$ cat src/rtl/avg_pkg.sv
// rtl/avg_pkg.sv - shared parameters for the pair-average stage and its result buffer
package avg_pkg;

  localparam int AVG_WIDTH      = 8;
  localparam int AVG_FIFO_DEPTH = 16;
  localparam int AVG_FRAME_LEN  = 120;

  // Counter width for a modulo-n counter (never narrower than one bit)
  function automatic int mod_width(input int n);
    return (n > 1) ? $clog2(n) : 1;
  endfunction

endpackage

$ cat src/rtl/avg_fifo_mem.sv
// rtl/avg_fifo_mem.sv - FIFO storage array, synchronous write, asynchronous read
module avg_fifo_mem #(
  parameter int WIDTH = 8,
  parameter int DEPTH = 16,
  parameter int AW    = $clog2(DEPTH)
) (
  input  logic             clk,
  input  logic             we,
  input  logic [AW-1:0]    waddr,
  input  logic [WIDTH-1:0] wdata,
  input  logic [AW-1:0]    raddr,
  output logic [WIDTH-1:0] rdata
);

  logic [WIDTH-1:0] mem [DEPTH];

  // Contents are deliberately not reset; validity is tracked by the pointers
  always_ff @(posedge clk) begin
    if (we) mem[waddr] <= wdata;
  end

  assign rdata = mem[raddr];

endmodule

$ cat src/rtl/avg_result_fifo.sv
// rtl/avg_result_fifo.sv - FWFT result buffer with drop detection and frame tracking
module avg_result_fifo
  import avg_pkg::*;
#(
  parameter int WIDTH     = AVG_WIDTH,
  parameter int DEPTH     = AVG_FIFO_DEPTH,
  parameter int FRAME_LEN = AVG_FRAME_LEN
) (
  input  logic                     clk,
  input  logic                     reset,
  input  logic                     in_valid,
  input  logic [WIDTH-1:0]         in_data,
  input  logic                     out_ready,
  output logic                     out_valid,
  output logic [WIDTH-1:0]         out_data,
  output logic [$clog2(DEPTH):0]   count,
  output logic                     full,
  output logic                     empty,
  output logic                     overflow,
  output logic                     frame_done
);

  localparam int AW = $clog2(DEPTH);
  localparam int PW = AW + 1;
  localparam int FW = mod_width(FRAME_LEN);

  // Pointers carry one extra wrap bit so full and empty are distinguishable
  logic [PW-1:0] wr_ptr;
  logic [PW-1:0] rd_ptr;
  logic [FW-1:0] frame_cnt;
  logic          pop;
  logic          push;
  logic          drop;
  logic          frame_last;

  assign count     = wr_ptr - rd_ptr;
  assign empty     = (wr_ptr == rd_ptr);
  assign full      = (wr_ptr[AW] != rd_ptr[AW]) && (wr_ptr[AW-1:0] == rd_ptr[AW-1:0]);
  assign out_valid = !empty;

  // A pop frees a slot this cycle, so a push into a full FIFO is accepted alongside it
  assign pop        = out_valid && out_ready;
  assign push       = in_valid && (!full || pop);
  assign drop       = in_valid && full && !pop;
  assign frame_last = (frame_cnt == FW'(FRAME_LEN - 1));

  avg_fifo_mem #(
    .WIDTH (WIDTH),
    .DEPTH (DEPTH),
    .AW    (AW)
  ) u_mem (
    .clk   (clk),
    .we    (push),
    .waddr (wr_ptr[AW-1:0]),
    .wdata (in_data),
    .raddr (rd_ptr[AW-1:0]),
    .rdata (out_data)
  );

  // Pointer advance on accepted push / pop
  always_ff @(posedge clk or negedge reset) begin
    if (!reset) begin
      wr_ptr <= '0;
      rd_ptr <= '0;
    end else begin
      if (push) wr_ptr <= wr_ptr + PW'(1);
      if (pop)  rd_ptr <= rd_ptr + PW'(1);
    end
  end

  // Sticky drop flag, cleared only by reset
  always_ff @(posedge clk or negedge reset) begin
    if (!reset) begin
      overflow <= 1'b0;
    end else if (drop) begin
      overflow <= 1'b1;
    end
  end

  // Frame position counts every strobe, dropped or not, so alignment survives overflow
  always_ff @(posedge clk or negedge reset) begin
    if (!reset) begin
      frame_cnt  <= '0;
      frame_done <= 1'b0;
    end else begin
      frame_done <= in_valid && frame_last;
      if (in_valid) begin
        if (frame_last) frame_cnt <= '0;
        else            frame_cnt <= frame_cnt + FW'(1);
      end
    end
  end

endmodule

$ cat config.mk
export PLATFORM = sky130hd
export DESIGN_NAME = avg_result_fifo
export DESIGN_NICKNAME = d
export VERILOG_FILES = /design/src/rtl/avg_pkg.sv /design/src/rtl/avg_fifo_mem.sv /design/src/rtl/avg_result_fifo.sv
export SDC_FILE = /design/constraint.sdc
export NUM_CORES = 1
export LEC_CHECK = 0
export BUFFER_PORTS_ARGS = -buffer_cell sky130_fd_sc_hd__buf_2
export CORE_MARGIN = 5
export CORE_UTILIZATION = 55
export DETAILED_ROUTE_END_ITERATION = 8
export GPL_TIMING_DRIVEN = 0
export PLACE_DENSITY = 0.76
export SLEW_MARGIN = 10
export SYNTH_ARGS = -nofsm -noshare
export SYNTH_HDL_FRONTEND = slang
export SYNTH_HIERARCHICAL = 1
export SYNTH_SLANG_ARGS = --single-unit
$ cat constraint.sdc
create_clock -name clk -period 2.64 [get_ports clk]
set_input_delay 0.132 -clock clk [delete_from_list [all_inputs] [get_ports clk]]
set_output_delay 0.132 -clock clk [all_outputs]
set_load 0.01 [all_outputs]
After elaboration in Yosys (flattened, before gate mapping)
Memory sizes are Yosys's and may differ from the RTL's. Index checks and enable logic that the tools add are counted.

RAM bits: 128. Word-level logic and storage cells: 27. Memories kept: 1. Input port bits: 12. Flip-flop bits (word level): 19.

Memories: u_mem.mem (words 16, bits a word 8, read ports 1, clocked after Yosys merged registers in 0, wr ports 1, RTL line avg_fifo_mem.sv:15) `logic [WIDTH-1:0] mem [DEPTH];`.

Multiplexer cells: 3. Equality and inequality tests: 4. $add $sub $neg: 4. Reduce and logical (&&, ||, !) cells: 10.

Operator list (number): $add A5 B1 Y5 const B (2); $add A7 B1 Y7 const B (1); $eq A7 B7 Y1 const B (1); $mux W7 (1); $logic_and A1 B1 Y1 (6); $eq A5 B5 Y1 (1); $sub A5 B5 Y5 (1); $eq A4 B4 Y1 (1); $logic_not A1 Y1 (3); $mux W1 (2); $logic_or A1 B1 Y1 (1); $ne A1 B1 Y1 (1).

Longest topological paths before layout
Gate-level depths: netlist of the first run.

Word-level depth: 7. Depth in mapped cells: 7.

By module
The synthesis of the first run kept the hierarchy.

By module, submodules not included: avg_fifo_mem (instances 1, cells each 221, area each 4987.3 sq um, seq. area each 3843.7 sq um); avg_result_fifo (instances 1, cells each 98, area each 1066.0 sq um, seq. area each 475.5 sq um).

Worst setup path after synthesis of the first run
No wires, ideal clock.

Path kind: flip-flop to flip-flop. Start point: register wr_ptr[0]. End point: memory u_mem.mem[0][0], enable pin. Clock period less this slack: 2876 ps. Setup slack: -236 ps. Stages on the path, launching flop included: 7. Data required time: 2257 ps. Arrival: 2492 ps. Path through: dfrtp_1 -> inv_1 -> ha_1 -> and4_4 -> a31oi_2 -> or3b_2 -> nor3_1.

Longest elaborated chain between the ends: 7. Elaborated cells between the ends (all ways): 10. Those cells by class: 2 x eq/ne; 2 x mux; 6 x reduce/logical.

RTL lines: start, declared (RTL line avg_result_fifo.sv:28) `logic [PW-1:0] wr_ptr;`; start signal, assigned (RTL line avg_result_fifo.sv:66) `if (push) wr_ptr <= wr_ptr + PW'(1);`; $eq A5 B5 Y1 / $eq A4 B4 Y1 (equally long branches) (RTL line avg_result_fifo.sv:37, avg_result_fifo.sv:38); $logic_not A1 Y1 / $logic_and A1 B1 Y1 (equally long branches) (RTL line avg_result_fifo.sv:39, avg_result_fifo.sv:38); $logic_and A1 B1 Y1 / $logic_not A1 Y1 (equally long branches) (RTL line avg_result_fifo.sv:42, avg_result_fifo.sv:43); $logic_or A1 B1 Y1 * (RTL line avg_result_fifo.sv:43) `assign push = in_valid && (!full || pop);`; $logic_and A1 B1 Y1 * (RTL line avg_result_fifo.sv:43); named net push (RTL line avg_result_fifo.sv:32) `logic push;`; $mux W1 * (RTL line avg_fifo_mem.sv:19) `if (we) mem[waddr] <= wdata;`; $mux W1 (implied by the code) * (RTL line avg_fifo_mem.sv:19); end, declared (RTL line avg_fifo_mem.sv:15).

Mark *: on every way through the listed nets, which the timed path passes. The rest lies on a longest branch.

Worst setup path in the final report of the first run
Start point: register wr_ptr[1]. End point: memory u_mem.mem[7][3], enable pin.

The elaborated chain is that of the path after synthesis.

==> flow_summary.ini, run 1 <==
[grt]
grt_max_degree = 20
overflow = 0
antenna_found_initial = 0
grt_use_total = 0.186
grt_pass1_vias = 3170
grt_pass1_wl_um = 17600

[synth]
seq_area_frac_synth = 0.714
async_reset_ff_frac = 0.129
yosysWarnings = 6
synth.most_common_cell = edfxtp_1
synth.area.top_cells = edfxtp_1, dfrtp_1, mux4_2
syn_area_per_cell_um2 = 19.0
yosysTopAreaCellShare = 0.635
synth_edf_count = 128
synth_seq_cells = 147
synth_nets = 339
ys_types = 42
ys_top_cells_by_count = edfxtp_1, dfrtp_1, mux4_2
synthCells = 319
synth_ff_type = edfxtp_1
synth_area_um2 = 6050
synth_top_area_cell = edfxtp_1

[timing]
fmax_ghz = 0.381
hold_violations = 0
tns_ps = 0
clock_skew_ps = 8.00
relSlewSlack = 0.486
final.period_utilization = 0.994
rsz0062_at_grt = yes
slew_violations = 0
setup_viol = 0
min_period_ps = 2620
whs_ps = 23.4
worst_pin_slew_ps = 768

[floorplanning]
start_util = 0.561
dieHeight_um = 115
io_pins = 30
die_area_um2 = 13200
fp.dieW_um = 115
core-area_um2 = 10800
rows = 38

[drt]
wl_per_cell_um = 21.9
vias_per_cell = 5.92
drc = 0
drtIter0Drc = 200
final_antenna_net_count = 0
firstDrtPassIters = 5
routed-via-count = 3132
routed_wl_um = 11600

[min_path]
hold_class = input pin to flop

[run]
drv_cap = 0

[final_layout]
syn_to_final_growth_pct = 18.8
layout.cells.non_filler = 529
diodes = 0
multi_input_area_um2 = 1740
drive_gt1_frac = 0.329
seqCellArea_um2 = 4330
fillers = 697
utilization = 0.666
nets = 396

[worst_setup_path]
path_cells = ha_1, and4_4, a31oi_4, nand3b_1, nor2_1
startpoint_type = flop
slowest_delay_ps = 650
required_ps = 2770
critical_path_arrival_ps = 2750
path_buf_inv = 0
cp-end-kind = flop
cp_slowest_cell = nor2_1
crit_type = flop to flop
crit_fanout = 12
crit_family = simple AND/OR/NAND/NOR gates

[clocking]
cts_buffer_depth = 2
cts-root-buf = clkbuf_8
cts.sinks = 147
clk_latency_ps = 500
htreeDepth = 4
path_clk_slew_ps = 70
cts_buffers = 17
cts_tree = built

[power_and_ir_drop]
powerDensity_nw_per_um2 = 1150
leakage_nw = 2.54
power_mw = 8.29
vdd_drop_max_mv = 1.07

[placed_design]
dp.cells = 487
dp_hpwl_um = 7300
gp_congestion = 0.810
portBuffers = 28

[status]
status = finished, final reports clean
## cell usage in the layout, fill, tap and decap left out, types with 5 or more instances in the layout
cell type	synthesis	final
edfxtp_1	128	128
buf_2	4	32
clkbuf_16	0	18
mux4_2	18	18
nand2_1	17	17
dfrtp_1	19	14
a22oi_1	16	14
mux4_1	14	14
xnor2_1	10	10
nor2_4	0	9
inv_1	8	8
nand3_1	7	7
ha_1	7	7
o21ai_0	5	5
## stage by stage
step | setup slack (ps) | cell area (um2)
floorplan | -26.2 | 6060
global route | -101 | 7190
detailed placement | -674 | 6370
finish | 16.5 | 7190
global placement | -552 | 6370
CTS | -35.9 | 7080
## report_power, final
part	leakage (nW)	internal (mW)	switching, mW
combinational	0.889	1.33	1.58
sequential	1.38	2.90	0.272
clock	0.269	1.29	0.925
## state kept, by name, summed over array words and instances (netlist names)
signal,flops
frame_cnt,7
u_mem/mem,128
frame_done,1
overflow,1
rd_ptr,5
wr_ptr,5
## cells by family (layout without fill, tap and decap cells)
logic type                 after synthesis  count (layout)  share of synthesized area
DFF                                    147             147                      0.714
xor gates and xnor gates                14              14                     0.0215
and+or+nand+nor                         64              64                     0.0560
muxes                                   35              35                      0.134
adders and majority gates                8               8                     0.0178
AOI/OAI and AO/OA                       31              31                     0.0362
buffers and inverters                   20              90                     0.0211
## worst paths after layout
path | to | slack (ps) | from | depth (start not counted)
max | u_mem/mem[7][3] | 20 | wr_ptr[1] | 5
min | u_mem/mem[6][6] | 20 | in_data[6] | 1
max reg2reg | u_mem/mem[7][3] | 20 | wr_ptr[1] | 5
min reg2reg | overflow | 480 | overflow | 1
max in group asynchronous | wr_ptr[1] | 2230 | reset | 2
min in group asynchronous | rd_ptr[4] | 80 | reset | 2
## repair_timing
item                       4_1_cts  5_1_grt
setup endpoints to repair      129      114
resized for setup               25       11
cloned                           0        0
hold buffers                     3        0
setup buffers                    3        4
hold endpoints to repair        26        0
pin swaps                        1        4
## metal layers
layer / vias up / global-route usage / part of all wire
li1: 1401 / - / -
met1: 1619 / 0.240 / 0.41
met2: 104 / 0.311 / 0.52
met3: 8 / 0.0500 / 0.053
met4: 0 / 0.0603 / 0.0087
met5: - / 0 / 0
## cell type report
cell class	instances	area share
Clock inverter	11	0.0122
Multi-Input combinational cell	152	0.242
Buffer	11	0.0132
Timing Repair Buffer	38	0.0362
Tap cell	140	0.0244
Clock buffer	21	0.0656
Sequential cell	147	0.602
Inverter	9	0.00505
Power figures use the tool's default switching activity.
==> run 2: changes to the inputs <==
--- a/config.mk
+++ b/config.mk
@@ -5,12 +5,13 @@
 export SDC_FILE = /design/constraint.sdc
 export NUM_CORES = 1
 export LEC_CHECK = 0
+export ABC_AREA = 1
 export BUFFER_PORTS_ARGS = -buffer_cell sky130_fd_sc_hd__buf_2
 export CORE_MARGIN = 5
 export CORE_UTILIZATION = 55
 export DETAILED_ROUTE_END_ITERATION = 8
 export GPL_TIMING_DRIVEN = 0
-export PLACE_DENSITY = 0.76
+export PLACE_DENSITY = 0.75
 export SLEW_MARGIN = 10
 export SYNTH_ARGS = -nofsm -noshare
 export SYNTH_HDL_FRONTEND = slang
==> run 2 against run 1 <==
Compared with the run above: synthesized area increased by 13%; combinational power increased by 20%; cell count increased by 77%; sequential share of layout area decreased by 5.7 points; first-iteration DRC count increased to 2.5 times the previous value; maximum frequency increased by 0.51%; critical path depth increased by 5; setup slack improved by 13 ps; clock-buffer cell count decreased by 4; sequential power decreased by 4%; critical endpoint is now u_mem/mem[13][7].
==> flow_summary.ini, run 2 <==
[status]
status = finished, final reports clean

[floorplanning]
start_util = 0.564
rows = 40
fp.dieW_um = 121
core-area_um2 = 12100
dieHeight_um = 121
die_area_um2 = 14700
io_pins = 30

[min_path]
hold_start = out_ready
hold_class = input pin to flop

[final_layout]
fillers = 978
regMostFlops = u_mem/mem
largest_reg_flops = 128
final_common_cell = nand2_1
mostFrequentLayoutCells = nand2_1, edfxtp_1, inv_1
diodes = 0
reg_top3 = u_mem/mem x128, frame_cnt x7
syn_to_final_growth_pct = 16.2
drive_gt1_frac = 0.145
nets = 774

[worst_setup_path]
rr_endpoint = u_mem/mem[13][7]
endpoint = u_mem/mem[13][7]
cp-end-kind = flop
r2r_setup_slack_ps = 30
path_cells = clkbuf_2, inv_1, ha_1, nand2_2, nor2_8, nand3_4, nand2_4, inv_1, nand3_1, nor2_2
slowest_delay_ps = 470
required_ps = 2700
r2r_start = rd_ptr[2]
cp_common_cell = inv_1
cp.depth = 10
r2r_cells = 10
critical_path_arrival_ps = 2670
crit_fanout = 8
startpoint_type = flop
crit_family = simple AND/OR/NAND/NOR gates
cp_slowest_cell = nor2_2
cp-startpoint = rd_ptr[2]
crit_type = flop to flop
path_buf_inv = 3

[drt]
wirelength_met1_um = 6790
top_layer_used = met4
routed_wl_um = 15900
wl_per_cell_um = 17.0
drc = 0
drtIter0Drc = 502
routed-via-count = 4915
wl_met2_um = 7660
dr_wl_met3_um = 1120
firstDrtPassIters = 5
vias_per_cell = 5.26
final_antenna_net_count = 0

[synth]
ys_types = 26
synth_top_area_cell = edfxtp_1
synth_ff_type = edfxtp_1
synth.most_common_cell = nand2_1
synthCells = 701
seq_area_frac_synth = 0.633
synth_seq_cells = 147
yosysWarnings = 6
yosysTopAreaCellShare = 0.563
ys_top_cells_by_count = nand2_1, edfxtp_1, inv_1
synth_edf_count = 128
async_reset_ff_frac = 0.129
synth_area_um2 = 6830
synth_nets = 721
synth.area.top_cells = edfxtp_1, nand2_1, nand3_1
syn_area_per_cell_um2 = 9.74

[clocking]
cts-root-buf = clkbuf_16
cts_tree = built
clk_latency_ps = 420
path_clk_slew_ps = 60
htreeDepth = 4
cts_buffer_depth = 2
cts_buffers = 17
cts.sinks = 147

[grt]
antenna_found_initial = 0
grt_max_degree = 20
grt_use_total = 0.227
grt_pass1_vias = 4821
grt_pass1_wl_um = 24800
overflow = 0

[timing]
relSlewSlack = 0.683
rsz0062_at_grt = yes
tns_ps = 0
setup_ws_ps = 29.9
setup_viol = 0
final.period_utilization = 0.989
fmax_ghz = 0.383
hold_violations = 0
clock_skew_ps = 6.34
min_period_ps = 2610
slew_violations = 0
worst_pin_slew_ps = 476

[placed_design]
place_ws_ps = -282
portBuffers = 29
gp_congestion = 0.907
dp_hpwl_um = 10600

[power_and_ir_drop]
vdd_drop_max_mv = 1.08
powerDensity_nw_per_um2 = 1130
leakage_nw = 3.60

[run]
drv_cap = 0
-- run 2: changes by cell type in the layout (fill, tap and decap cells not counted), sizes merged, moves of 9 or more --
cell / delta
a22oi: -16
buf: +15
clkinv: +9
inv: +112
mux4: -32
nand2: +213
nand3: +107
nor2: +15
xnor2: -10
-- run 2: kinds of logic after synthesis --
family	count (synthesis)	synth area share
buffers and inverters	154	0.0970
xor gates and xnor gates	5	0.00642
adders and majority gates	8	0.0158
DFF	147	0.633
and+or+nand+nor	383	0.245
AOI/OAI and AO/OA	4	0.00330
-- run 2: timing repair --
action	in CTS	in global routing
setup endpoints to repair	128	96
gates resized for setup	18	8
hold endpoints to repair	19	0
hold buffers	1	0
setup buffers	0	4
pin swaps	0	2
-- run 2: power breakdown --
| group | leakage, nW | switching [mW] | internal (mW) |
|---|---|---|---|
| combinational | 1.92 | 2.31 | 1.19 |
| clock | 0.291 | 0.866 | 1.55 |
| sequential | 1.39 | 0.218 | 2.82 |
| total | 3.60 | 3.39 | 5.55 |
-- run 2: stage by stage --
stage | power [mW] | cell area (um2) | hold WS, ps | util | std cells
after detailed placement | 6.40 | 7180 | 98.6 | 0.593 | 898
after global routing | 9.44 | 7930 | 72.1 | 0.655 | 935
final | 8.95 | 7930 | 48.2 | 0.655 | 935
after floorplan | 5.31 | 6830 | -164 | - | 701
after CTS | 8.87 | 7840 | 31.0 | 0.648 | 931
after global placement | 6.29 | 7180 | 88.4 | 0.593 | 898
-- run 2: how the worst min path moves through the flow --
stage | to | slack, ps | cells after the start
after floorplan | frame_cnt[0] | -160 | 0
after global placement | rd_ptr[1] | 90 | 1
after detailed placement | rd_ptr[4] | 100 | 1
after CTS | rd_ptr[1] | 30 | 3
after global routing | rd_ptr[1] | 70 | 3
final | rd_ptr[1] | 50 | 3
-- run 2: worst reg2reg max path, cell delays in order, from the launching register on --
cell and delay (ps):
dfrtp_1 380, clkbuf_2 210, inv_1 60, ha_1 340, nand2_2 140, nor2_8 70, nand3_4 130, nand2_4 80
inv_1 110, nand3_1 250, nor2_2 470
-- run 2: final cells by class --
class                           count  area (um2)  area share
Clock inverter                     15         170      0.0215
Inverter                          128         480      0.0606
Sequential cell                   147        4320       0.545
Multi-Input combinational cell    400        1930       0.243
Clock buffer                       17         425      0.0537
Timing Repair Buffer               34         210      0.0265
Buffer                             26         183      0.0230
Tap cell                          168         210      0.0265
-- run 2: layer usage --
layer	up-vias	GRT usage
met5	-	0
met4	0	0.0826
met3	43	0.0550
met2	193	0.369
met1	2332	0.297
li1	2347	-
